$ cat src/rtl/encoder8_scan_if.sv
// encoder8_scan_if
//   Handshake bundle between a vector producer / index consumer and the
//   encoder8_scan block.
//
//   Signals:
//     ena       load strobe from the producer
//     e[7:0]    request vector, bit i set means index i is to be emitted
//     in_ready  encoder is idle and can take a new vector
//     valid     n carries an index awaiting acceptance
//     n[2:0]    lowest pending index
//     last      the index on n is the final one of the current vector
//     ready     consumer accepts n this cycle
//     none      one-cycle pulse after an all-zero vector was loaded
//
//   Modports:
//     master    the environment side (drives ena, e, ready)
//     slave     the encoder side (drives in_ready, valid, n, last, none)

interface encoder8_scan_if;
    logic       ena;
    logic [7:0] e;
    logic       in_ready;
    logic       valid;
    logic [2:0] n;
    logic       last;
    logic       ready;
    logic       none;

    modport master (
        output ena,
        output e,
        output ready,
        input  in_ready,
        input  valid,
        input  n,
        input  last,
        input  none
    );

    modport slave (
        input  ena,
        input  e,
        input  ready,
        output in_ready,
        output valid,
        output n,
        output last,
        output none
    );
endinterface

$ cat src/rtl/encoder8_scan.sv
// encoder8_scan
//   Captures an 8-bit request vector and emits the index of every set bit,
//   lowest first, one index per accepted handshake. An all-zero vector is
//   not scanned; it produces a single-cycle 'none' pulse instead.
//
//   Ports:
//     clk    rising-edge clock for all state
//     clrn   asynchronous active-low clear of all state
//     bus    encoder8_scan_if.slave handshake bundle (ena, e, ready in;
//            in_ready, valid, n, last, none out)
//
//   Every output is decoded from registers only, so none of ena, e or ready
//   has a combinational path to an output.

module encoder8_scan (
    input  logic                 clk,
    input  logic                 clrn,
    encoder8_scan_if.slave       bus
);

    typedef enum logic {
        IDLE = 1'b0,
        SCAN = 1'b1
    } state_t;

    state_t     state_q, state_d;
    logic [7:0] pend_q,  pend_d;
    logic       none_q,  none_d;

    logic [2:0] lowIdx;
    logic       oneLeft;

    // Priority encoder: walking from the top bit down lets the lowest set
    // bit win. An empty pend leaves the index at zero.
    always_comb begin
        lowIdx = 3'd0;
        for (int i = 7; i >= 0; i--) begin
            if (pend_q[i]) begin
                lowIdx = 3'(i);
            end
        end
    end

    // Exactly one bit set: non-zero and clearing the lowest set bit empties it.
    assign oneLeft = (pend_q != 8'd0) && ((pend_q & (pend_q - 8'd1)) == 8'd0);

    // Next-state logic. ena/e are only looked at in IDLE, so a load strobe
    // held during a scan (even on the final handshake) is ignored and can
    // only be taken the cycle after the scan returns to IDLE.
    always_comb begin
        state_d = state_q;
        pend_d  = pend_q;
        none_d  = 1'b0;

        unique case (state_q)
            IDLE: begin
                if (bus.ena) begin
                    if (bus.e != 8'd0) begin
                        pend_d  = bus.e;
                        state_d = SCAN;
                    end else begin
                        none_d  = 1'b1;
                    end
                end
            end

            SCAN: begin
                if (bus.ready) begin
                    if (oneLeft) begin
                        pend_d  = 8'd0;
                        state_d = IDLE;
                    end else begin
                        pend_d  = pend_q & ~(8'd1 << lowIdx);
                    end
                end
            end

            default: begin
                state_d = IDLE;
                pend_d  = 8'd0;
            end
        endcase
    end

    always_ff @(posedge clk or negedge clrn) begin
        if (!clrn) begin
            state_q <= IDLE;
            pend_q  <= 8'd0;
            none_q  <= 1'b0;
        end else begin
            state_q <= state_d;
            pend_q  <= pend_d;
            none_q  <= none_d;
        end
    end

    assign bus.in_ready = (state_q == IDLE);
    assign bus.valid    = (state_q == SCAN);
    assign bus.n        = lowIdx;
    assign bus.last     = (state_q == SCAN) && oneLeft;
    assign bus.none     = none_q;

endmodule

$ cat src/flat_wrapper.sv
// flat-port wrapper written by rule: the top's interface ports become plain ports
module encoder8_scan_flat 
  (clk, clrn, bus_ena, bus_e, bus_ready, bus_in_ready, bus_valid, bus_n, bus_last, bus_none);
  encoder8_scan_if bus_i ();
  input  logic clk;
  input  logic clrn;
  input wire logic [$bits(bus_i.ena)-1:0] bus_ena;
  input wire logic [$bits(bus_i.e)-1:0] bus_e;
  input wire logic [$bits(bus_i.ready)-1:0] bus_ready;
  output wire logic [$bits(bus_i.in_ready)-1:0] bus_in_ready;
  output wire logic [$bits(bus_i.valid)-1:0] bus_valid;
  output wire logic [$bits(bus_i.n)-1:0] bus_n;
  output wire logic [$bits(bus_i.last)-1:0] bus_last;
  output wire logic [$bits(bus_i.none)-1:0] bus_none;
  assign bus_i.ena = bus_ena;
  assign bus_i.e = bus_e;
  assign bus_i.ready = bus_ready;
  assign bus_in_ready = bus_i.in_ready;
  assign bus_valid = bus_i.valid;
  assign bus_n = bus_i.n;
  assign bus_last = bus_i.last;
  assign bus_none = bus_i.none;
  encoder8_scan u_core (.clk(clk), .clrn(clrn), .bus(bus_i));
endmodule
$ cat config.mk
export PLATFORM = sky130hd
export DESIGN_NAME = encoder8_scan_flat
export DESIGN_NICKNAME = d
export VERILOG_FILES = /design/src/rtl/encoder8_scan_if.sv /design/src/rtl/encoder8_scan.sv /design/src/flat_wrapper.sv
export SDC_FILE = /design/constraint.sdc
export NUM_CORES = 1
export LEC_CHECK = 0
export CAP_MARGIN = 15
export CORE_MARGIN = 5
export CORE_UTILIZATION = 50
export CTS_BUF_LIST = sky130_fd_sc_hd__clkbuf_4 sky130_fd_sc_hd__clkbuf_8
export DETAILED_ROUTE_END_ITERATION = 7
export PLACE_DENSITY = 0.87
export RECOVER_POWER = 100
export SETUP_SLACK_MARGIN = 0.02
export SLEW_MARGIN = 20
export SYNTH_ARGS = -nofsm -noshare
export SYNTH_HDL_FRONTEND = slang
export SYNTH_SLANG_ARGS = --single-unit
$ cat constraint.sdc
create_clock -name clk -period 3.02 [get_ports clk]
set_input_delay 0.604 -clock clk [delete_from_list [all_inputs] [get_ports clk]]
set_output_delay 0.604 -clock clk [all_outputs]
set_load 0.02 [all_outputs]
# Word level (Yosys, flattened, before mapping)
# Index checks and enable logic that the tools add are counted.
dict set report op_classes {
  bitwise 4
  eq_ne 3
  n_mux 21
  shift 1
  addsub 1
  reduce_logical 6
}
# cell count
set ops {}
lappend ops {{two-way mux 8 bit} 4}
lappend ops {{two-way mux 3 bit} 8}
lappend ops {{bitwise AND 8 bit} 2}
lappend ops {{one-hot mux 8 bit (2 select lines)} 1}
lappend ops {{nonzero test 8 bit} 2}
lappend ops {{zero test 8 bit} 1}
lappend ops {{inverter 8 bit} 1}
lappend ops {{<< shifter 1 x 3 -> 8 bit (first input constant)} 1}
lappend ops {{subtractor 8 x 1 -> 8 bit (second input constant)} 1}
lappend ops {{two-way mux 1 bit} 7}
lappend ops {{!= test 2 bit (second input constant)} 2}
lappend ops {{AND reduction 3 bit} 1}
lappend ops {{logical AND 1 bit} 2}
lappend ops {{!= test 2 x 1 -> 1 bit (second input constant)} 1}
lappend ops {{one-hot mux 1 bit (2 select lines)} 1}
lappend ops {{inverter 1 bit} 1}
dict set report totals {
  word_cells 39
  in_bits 12
  regBits 10
  output_inout_bits 7
}

# Longest topological paths before layout
# Gate-level depths: netlist of the first run.
dict set report depth {
  word_depth 14
  mapped_depth 6
  depth_no_buf 5
}

# Worst setup path after synthesis of the first run
# No wires, ideal clock.
dict set report synth_timing {
  kind {register -> output}
  start {reg u_core.pend_q[2]}
  end {out bus_last}
  path_stages_with_launch 6
  t_arrival_ps 1654
  slack_ps 762
  required_ps 2416
  n_path_buf 0
  path_cell_list {dfrtp_1 or3_4 or3_1 a21oi_1 o22a_2 and2_1}
}
dict set report synth_via {
  elab_chain_cells 5
  word_cells_on_any_way 6
  classes_between {add/sub (1); bitwise (1); reduce/logical (4)}
}
# element line
set synth_rtl {}
lappend synth_rtl {{start, declared} encoder8_scan.sv:27} ;# logic [7:0] pend_q, pend_d;
lappend synth_rtl {{start signal, assigned} encoder8_scan.sv:92} ;# pend_q <= pend_d;
lappend synth_rtl {{subtractor 8 x 1 -> 8 bit} encoder8_scan.sv:45} ;# assign oneLeft = (pend_q != 8'd0) && ((pend_q & (pend_q - 8'd1)) == 8'd0);
lappend synth_rtl {{bitwise AND 8 bit} encoder8_scan.sv:45}
lappend synth_rtl {{zero test 8 bit} encoder8_scan.sv:45}
lappend synth_rtl {{logical AND 1 bit *} encoder8_scan.sv:45}
lappend synth_rtl {{logical AND 1 bit *} encoder8_scan.sv:100} ;# assign bus.last = (state_q == SCAN) && oneLeft;
lappend synth_rtl {{end, declared} flat_wrapper.sv:13} ;# output wire logic [$bits(bus_i.last)-1:0] bus_last;
# Every way passes the cells marked *; elsewhere a longest branch is shown, timed or not.

# Worst setup path in the final report of the first run
# Ends and elaborated chain as after synthesis.

==> results of run 1 <==
## kinds of logic after synthesis
logic type | after synthesis
flip-flops | 10
adder cells (fa/ha/maj) | 1
buffers and inverters | 9
AO/OA/AOI/OAI | 22
AND/OR/NAND/NOR | 34
## per-stage QoR
step | cells | util [%] | power, mW | hold slack (ns) | setup slack, ns
after CTS | 108 | 66.2 | 0.869 | 0.633 | 0.167
after global placement | 105 | 64.5 | 0.768 | 0.596 | 0.229
after global routing | 108 | 65.9 | 0.931 | 0.663 | 0.0438
after detailed placement | 105 | 64.5 | 0.782 | 0.621 | 0.192
after floorplan | 76 | - | 0.611 | 0.308 | 0.762
final | 108 | 65.9 | 0.847 | 0.641 | 0.183
## routing by layer
layer / vias to the layer above / track usage [%]
li1: 319 / -
met1: 289 / 22.0
met5: - / 0
met4: 0 / 10.2
met3: 6 / 3.13
met2: 43 / 29.4
## state kept, by name, summed over array words and instances, names as in the netlist
| name | count |
|---|---|
| u_core.pend_q | 8 |
| u_core.bus.none | 1 |
| u_core.bus.valid | 1 |
## power by group through the flow
stage	Combinational (mW)	Sequential (mW)	Clock [mW]
after CTS	0.505	0.273	0.0909
after global placement	0.498	0.270	0
after floorplan	0.384	0.226	0
final	0.482	0.274	0.0907
after global routing	0.544	0.288	0.0994
after detailed placement	0.508	0.274	0
## worst max-delay path, delay by kind of cell (launching register included)
kind / cells / cell delay [ns]
compound gates: 2 / 0.31
buf+inv: 1 / 0.30
flops: 1 / 0.46
simple gates: 3 / 0.91
## path summary, 6_finish.rpt
| path | cells past startpoint | slack [ns] | to |
|---|---|---|---|
| setup / recovery | 6 | 0.18 | bus_last |
| setup reg to reg | 5 | 1.24 | u_core.bus.valid |
| min in group asynchronous | 1 | 0.72 | u_core.pend_q[4] |
| hold reg to reg | 2 | 0.64 | u_core.pend_q[1] |
| max in group asynchronous | 1 | 1.99 | u_core.pend_q[3] |
| hold / removal | 2 | 0.64 | u_core.pend_q[1] |
## what timing repair did
item                       4_1_cts  5_1_grt
setup endpoints to repair        1        1
gates resized for setup          1        1
buffers inserted                 0        0
## synth_stat cells
library cell	count	share of area, %
o22a_2	1	1.5
a31oi_1	1	0.96
and2_1	1	0.96
and3_1	1	0.96
a2111oi_0	1	1.3
nor3_1	5	3.8
nor4_1	3	2.9
nand2b_1	2	1.9
a22o_1	1	1.3
a22oi_1	5	5.8
or3_4	1	1.7
or3_2	1	1.2
o41ai_1	1	1.3
nand2_1	9	5.2
inv_1	4	2.3
nand3_1	2	1.5
o311ai_0	1	1.3
a22oi_2	1	1.9
a221oi_1	1	1.3
maj3_1	1	1.5
or3b_2	1	1.3
o21ai_0	2	1.5
or3_1	1	0.96
o32ai_1	1	1.3
o211ai_1	1	1.2
clkbuf_1	2	1.2
buf_2	1	0.77
nor2_1	6	3.5
nor2b_1	1	0.96
clkbuf_8	2	4.2
dfrtp_1	10	38
a21oi_1	5	3.8
## area by class of cell
type                            count  area, um2
Fill cell                         102        433
Multi-Input combinational cell     57        342
Sequential cell                    10        250
Timing Repair Buffer               19        188
Clock buffer                        3       22.5
Tap cell                           15       18.8
Inverter                            4       15.0
==> metrics, run 1 <==
outcome finished, final reports clean; CTS tree done; critical path peak fanout 8; P_int 0.458 mW; Crit-path slowest cell dfrtp_1; clk slew on worst S/H paths 0.06 ns; port buffer count 18; DIE WIDTH 46.1 um; final setup violation count 0; row count 13; sequential-to-total area share from yosys stat 38.4%; Min-Delay Startpoint u_core.pend_q[1]; Mapped Nets 88; Slew @ Worst Pin 0.682 ns; Layout Skew 0.00540 ns; drt drc 0; most frequent cells in the layout dfrtp_1 (10), nand2_1 (9), clkdlybuf4s50_1 (9), dlygate4sd3_1 (8); largest family of logic cells by synthesized area simple AND/OR/NAND/NOR gates; vias in the first global route 658; Synth Area in Compound Gates 24.8%; Sink Count 10; Max-Cap Viols 0; HPWL Detailed 1160 um; wire length on met2 700 um; crit path kind reg2out; Pre-Repair DR Iteration Count 4; clock network fraction of total power 10.7%; unrepaired setup endpoints after global routing no; synthesized area 652 um2; XOR/XNOR Fraction of Synth Area 0%; Worst Hold Class reg2reg; fraction of layout instances using a drive strength above 1 8.60%; max layer used met4; GPL Wtd Cong 0.785; LEAKAGE 0.359 nW; hold buffers post-CTS 0; Req. time, crit path 2.42 ns; Synth Register Bits 10; Vias/cell 6.08; Syn Inst Count 76; Fmax 352 MHz; part of the power in combinational logic 56.9%; post-synthesis adder-cell area fraction 1.54%; gr usage total 18.0%; Post-DP Area 818 um2; initial DRC count 30; initial antenna violation count 0; Crit path largest cell delay 0.46 ns; Tcrit/Tclk final 93.9%; Tmin final 2.84 ns; latest clock arrival within the worst-skew pair 0.26 ns; antenna cells 0; critical-path cell list or3_4 > or3_1 > a21oi_1 > o22a_2 > and2_1 > clkdlybuf4s15_1; Yosys cell types 32; largest net degree at the start of global routing 16; fin area 836 um2; clock buffer depth 2; Slew Viols, Final 0; CTS buffer count 3; root buffer cell clkbuf_4; routed wl met3 145 um; RR Startpoint u_core.pend_q[2]; Sw Share 45.9%; power per standard cell area 1010 nW/um2; Die Area 2130 um2; critical path startpoint category flip-flop; DR WL/cell 14.1 um; I/O pins 19; P_sw 0.389 mW; via count 657; core area 1270 um2; area grow syn2layout 28.2%; CTS HTree Levels 1; wl on met1 634 um; syn_area_per_cell 8.58 um2; commonest non-fill, non-tap cell in the layout dfrtp_1; Post-Synth Simple-Gate Area 26.9%; arrival time at the worst endpoint 2.23 ns; WL final 1530 um; Setup crit end kind output pin; height of the die 46.1 um; Antenna Nets Post-Route 0; nets@finish 107; sequential power share 32.4%; Hold Vio Cnt, Final 0; Critical path origin u_core.pend_q[2]; Slew headroom 54.5%; first-pass GRT wire length 2770 um; grt ovf 0; Yosys warnings 0; initial core utilization 51.4%; Setup TNS 0 ns; maximum VDD drop 501 uV; mux contribution to synthesized area 0%
Power figures use the tool's default switching activity.
==> inputs of run 2 (changes only) <==
DONT_BUFFER_PORTS = 1   (was not set)
PLACE_DENSITY = 0.68   (was 0.87)
==> run 2 against run 1 <==
Via count shrank 8.1%. Critical path depth shrank 1. Die area is the same. Routed wire length shrank 0.33%. First-iteration DRC count is the same. Power shrank 13%. Register-to-register slack lost 0.27 ns.
==> metrics, run 2 (synthesis results as in run 1) <==
RR Startpoint u_core.bus.valid; Req. time, crit path 2.42 ns; crit path kind reg2out; hold buffers post-CTS 0; initial antenna violation count 0; critical path startpoint category flip-flop; initial core utilization 51.4%; post-CTS setup buffers 0; antenna cells 0; power per standard cell area 1140 nW/um2; critical path peak fanout 8; via count 604; Antenna Nets Post-Route 0; Fill cells 122; row count 13; root buffer cell clkbuf_4; arrival time at the worst endpoint 2.18 ns; Critical path origin u_core.pend_q[2]; Setup crit end kind output pin; Slew @ Worst Pin 0.767 ns; fin cells 89; latest clock arrival within the worst-skew pair 0.26 ns; maximum VDD drop 507 uV; final setup violation count 0; DR WL/cell 17.1 um; Multi-input gate area 337 um2; final core occ 50.7%; GPL Wtd Cong 0.748; initial DRC count 30; Layout Skew 0.00399 ns; Final WS setup 0.241 ns; outcome finished, final reports clean; Sink Count 10; port buffer count 0; CTS resizes 0; CTS buffer count 3; area grow syn2layout -1.34%; DIE WIDTH 46.1 um; max reg flops 8; Pre-Repair DR Iteration Count 4; WL final 1520 um; clock buffer depth 2; commonest non-fill, non-tap cell in the layout dfrtp_1; Slew headroom 48.9%; Worst Hold Class in2async; register area 250 um2; first-pass GRT wire length 2680 um; nets@finish 88; core area 1270 um2; largest net degree at the start of global routing 16; Tmin final 2.78 ns; Fmax 360 MHz; fraction of layout instances using a drive strength above 1 8.11%; HPWL Detailed 1100 um; Setup TNS 0 ns; Reg with most FFs u_core.pend_q; Slew Viols, Final 0; Post-Place Cells 86; grt ovf 0; vias in the first global route 589; Die Area 2130 um2; Fin Hold WS 0.0327 ns; Tcrit/Tclk final 92.0%; I/O pins 19; Vias/cell 6.79; fin area 643 um2; drt drc 0; height of the die 46.1 um; Post-DP Area 631 um2; unrepaired setup endpoints after global routing no; clk slew on worst S/H paths 0.07 ns; Setup WS pre-CTS 0.620 ns; LEAKAGE 0.278 nW; most frequent cells in the layout dfrtp_1 (10), nand2_1 (9), nor2_1 (6), a22oi_1 (6); Max-Cap Viols 0; total power 0.735 mW; CTS tree done; Hold Vio Cnt, Final 0; gr usage total 17.2%; CTS HTree Levels 1
==> run 2: cell count changes in the layout (fill, tap and decap cells not counted), sizes merged <==
| cell | delta |
|---|---|
| clkdlybuf4s50 | -9 |
| dlygate4sd3 | -8 |
| buf | -1 |
| clkdlybuf4s15 | -1 |
==> run 2: worst paths after layout <==
| check | end | slack [ns] | cells past startpoint |
|---|---|---|---|
| worst max-delay path | bus_last | 0.24 | 5 |
| worst min-delay path | u_core.bus.none | 0.03 | 0 |
| worst max register to register | u_core.pend_q[1] | 0.97 | 4 |
| worst min register to register | u_core.pend_q[7] | 0.64 | 2 |
| max in group asynchronous | u_core.pend_q[6] | 2.91 | 0 |
| min in group clk | u_core.bus.valid | 0.45 | 1 |
==> run 2: routing by layer <==
metal  vias up  global-route usage [%]  routed length (um)
li1        281                       -                   -
met1       288                    25.1                 647
met2        33                    24.5                 685
met3         2                    5.08                 183
met4         0                    5.11                   4
met5         -                       0                   0
==> run 2: cell type report <==
class / count / area share (%)
Sequential cell: 10 / 38.9
Clock buffer: 3 / 3.50
Inverter: 4 / 2.33
Multi-Input combinational cell: 57 / 52.3
Tap cell: 15 / 2.92
==> run 2: power by group <==
part           internal (mW)  switching (mW)  leakage [nW]
combinational          0.140           0.223         0.141
clock                 0.0459          0.0441        0.0138
sequential             0.178           0.104         0.124
total                  0.364           0.371         0.278
==> run 2: critical path, cell delays in order, from the launching register on <==
cell and delay, ns:
dfrtp_1 0.46, or3_1 0.45, or3_1 0.36, a21oi_1 0.18
o22a_2 0.17, and2_0 0.30
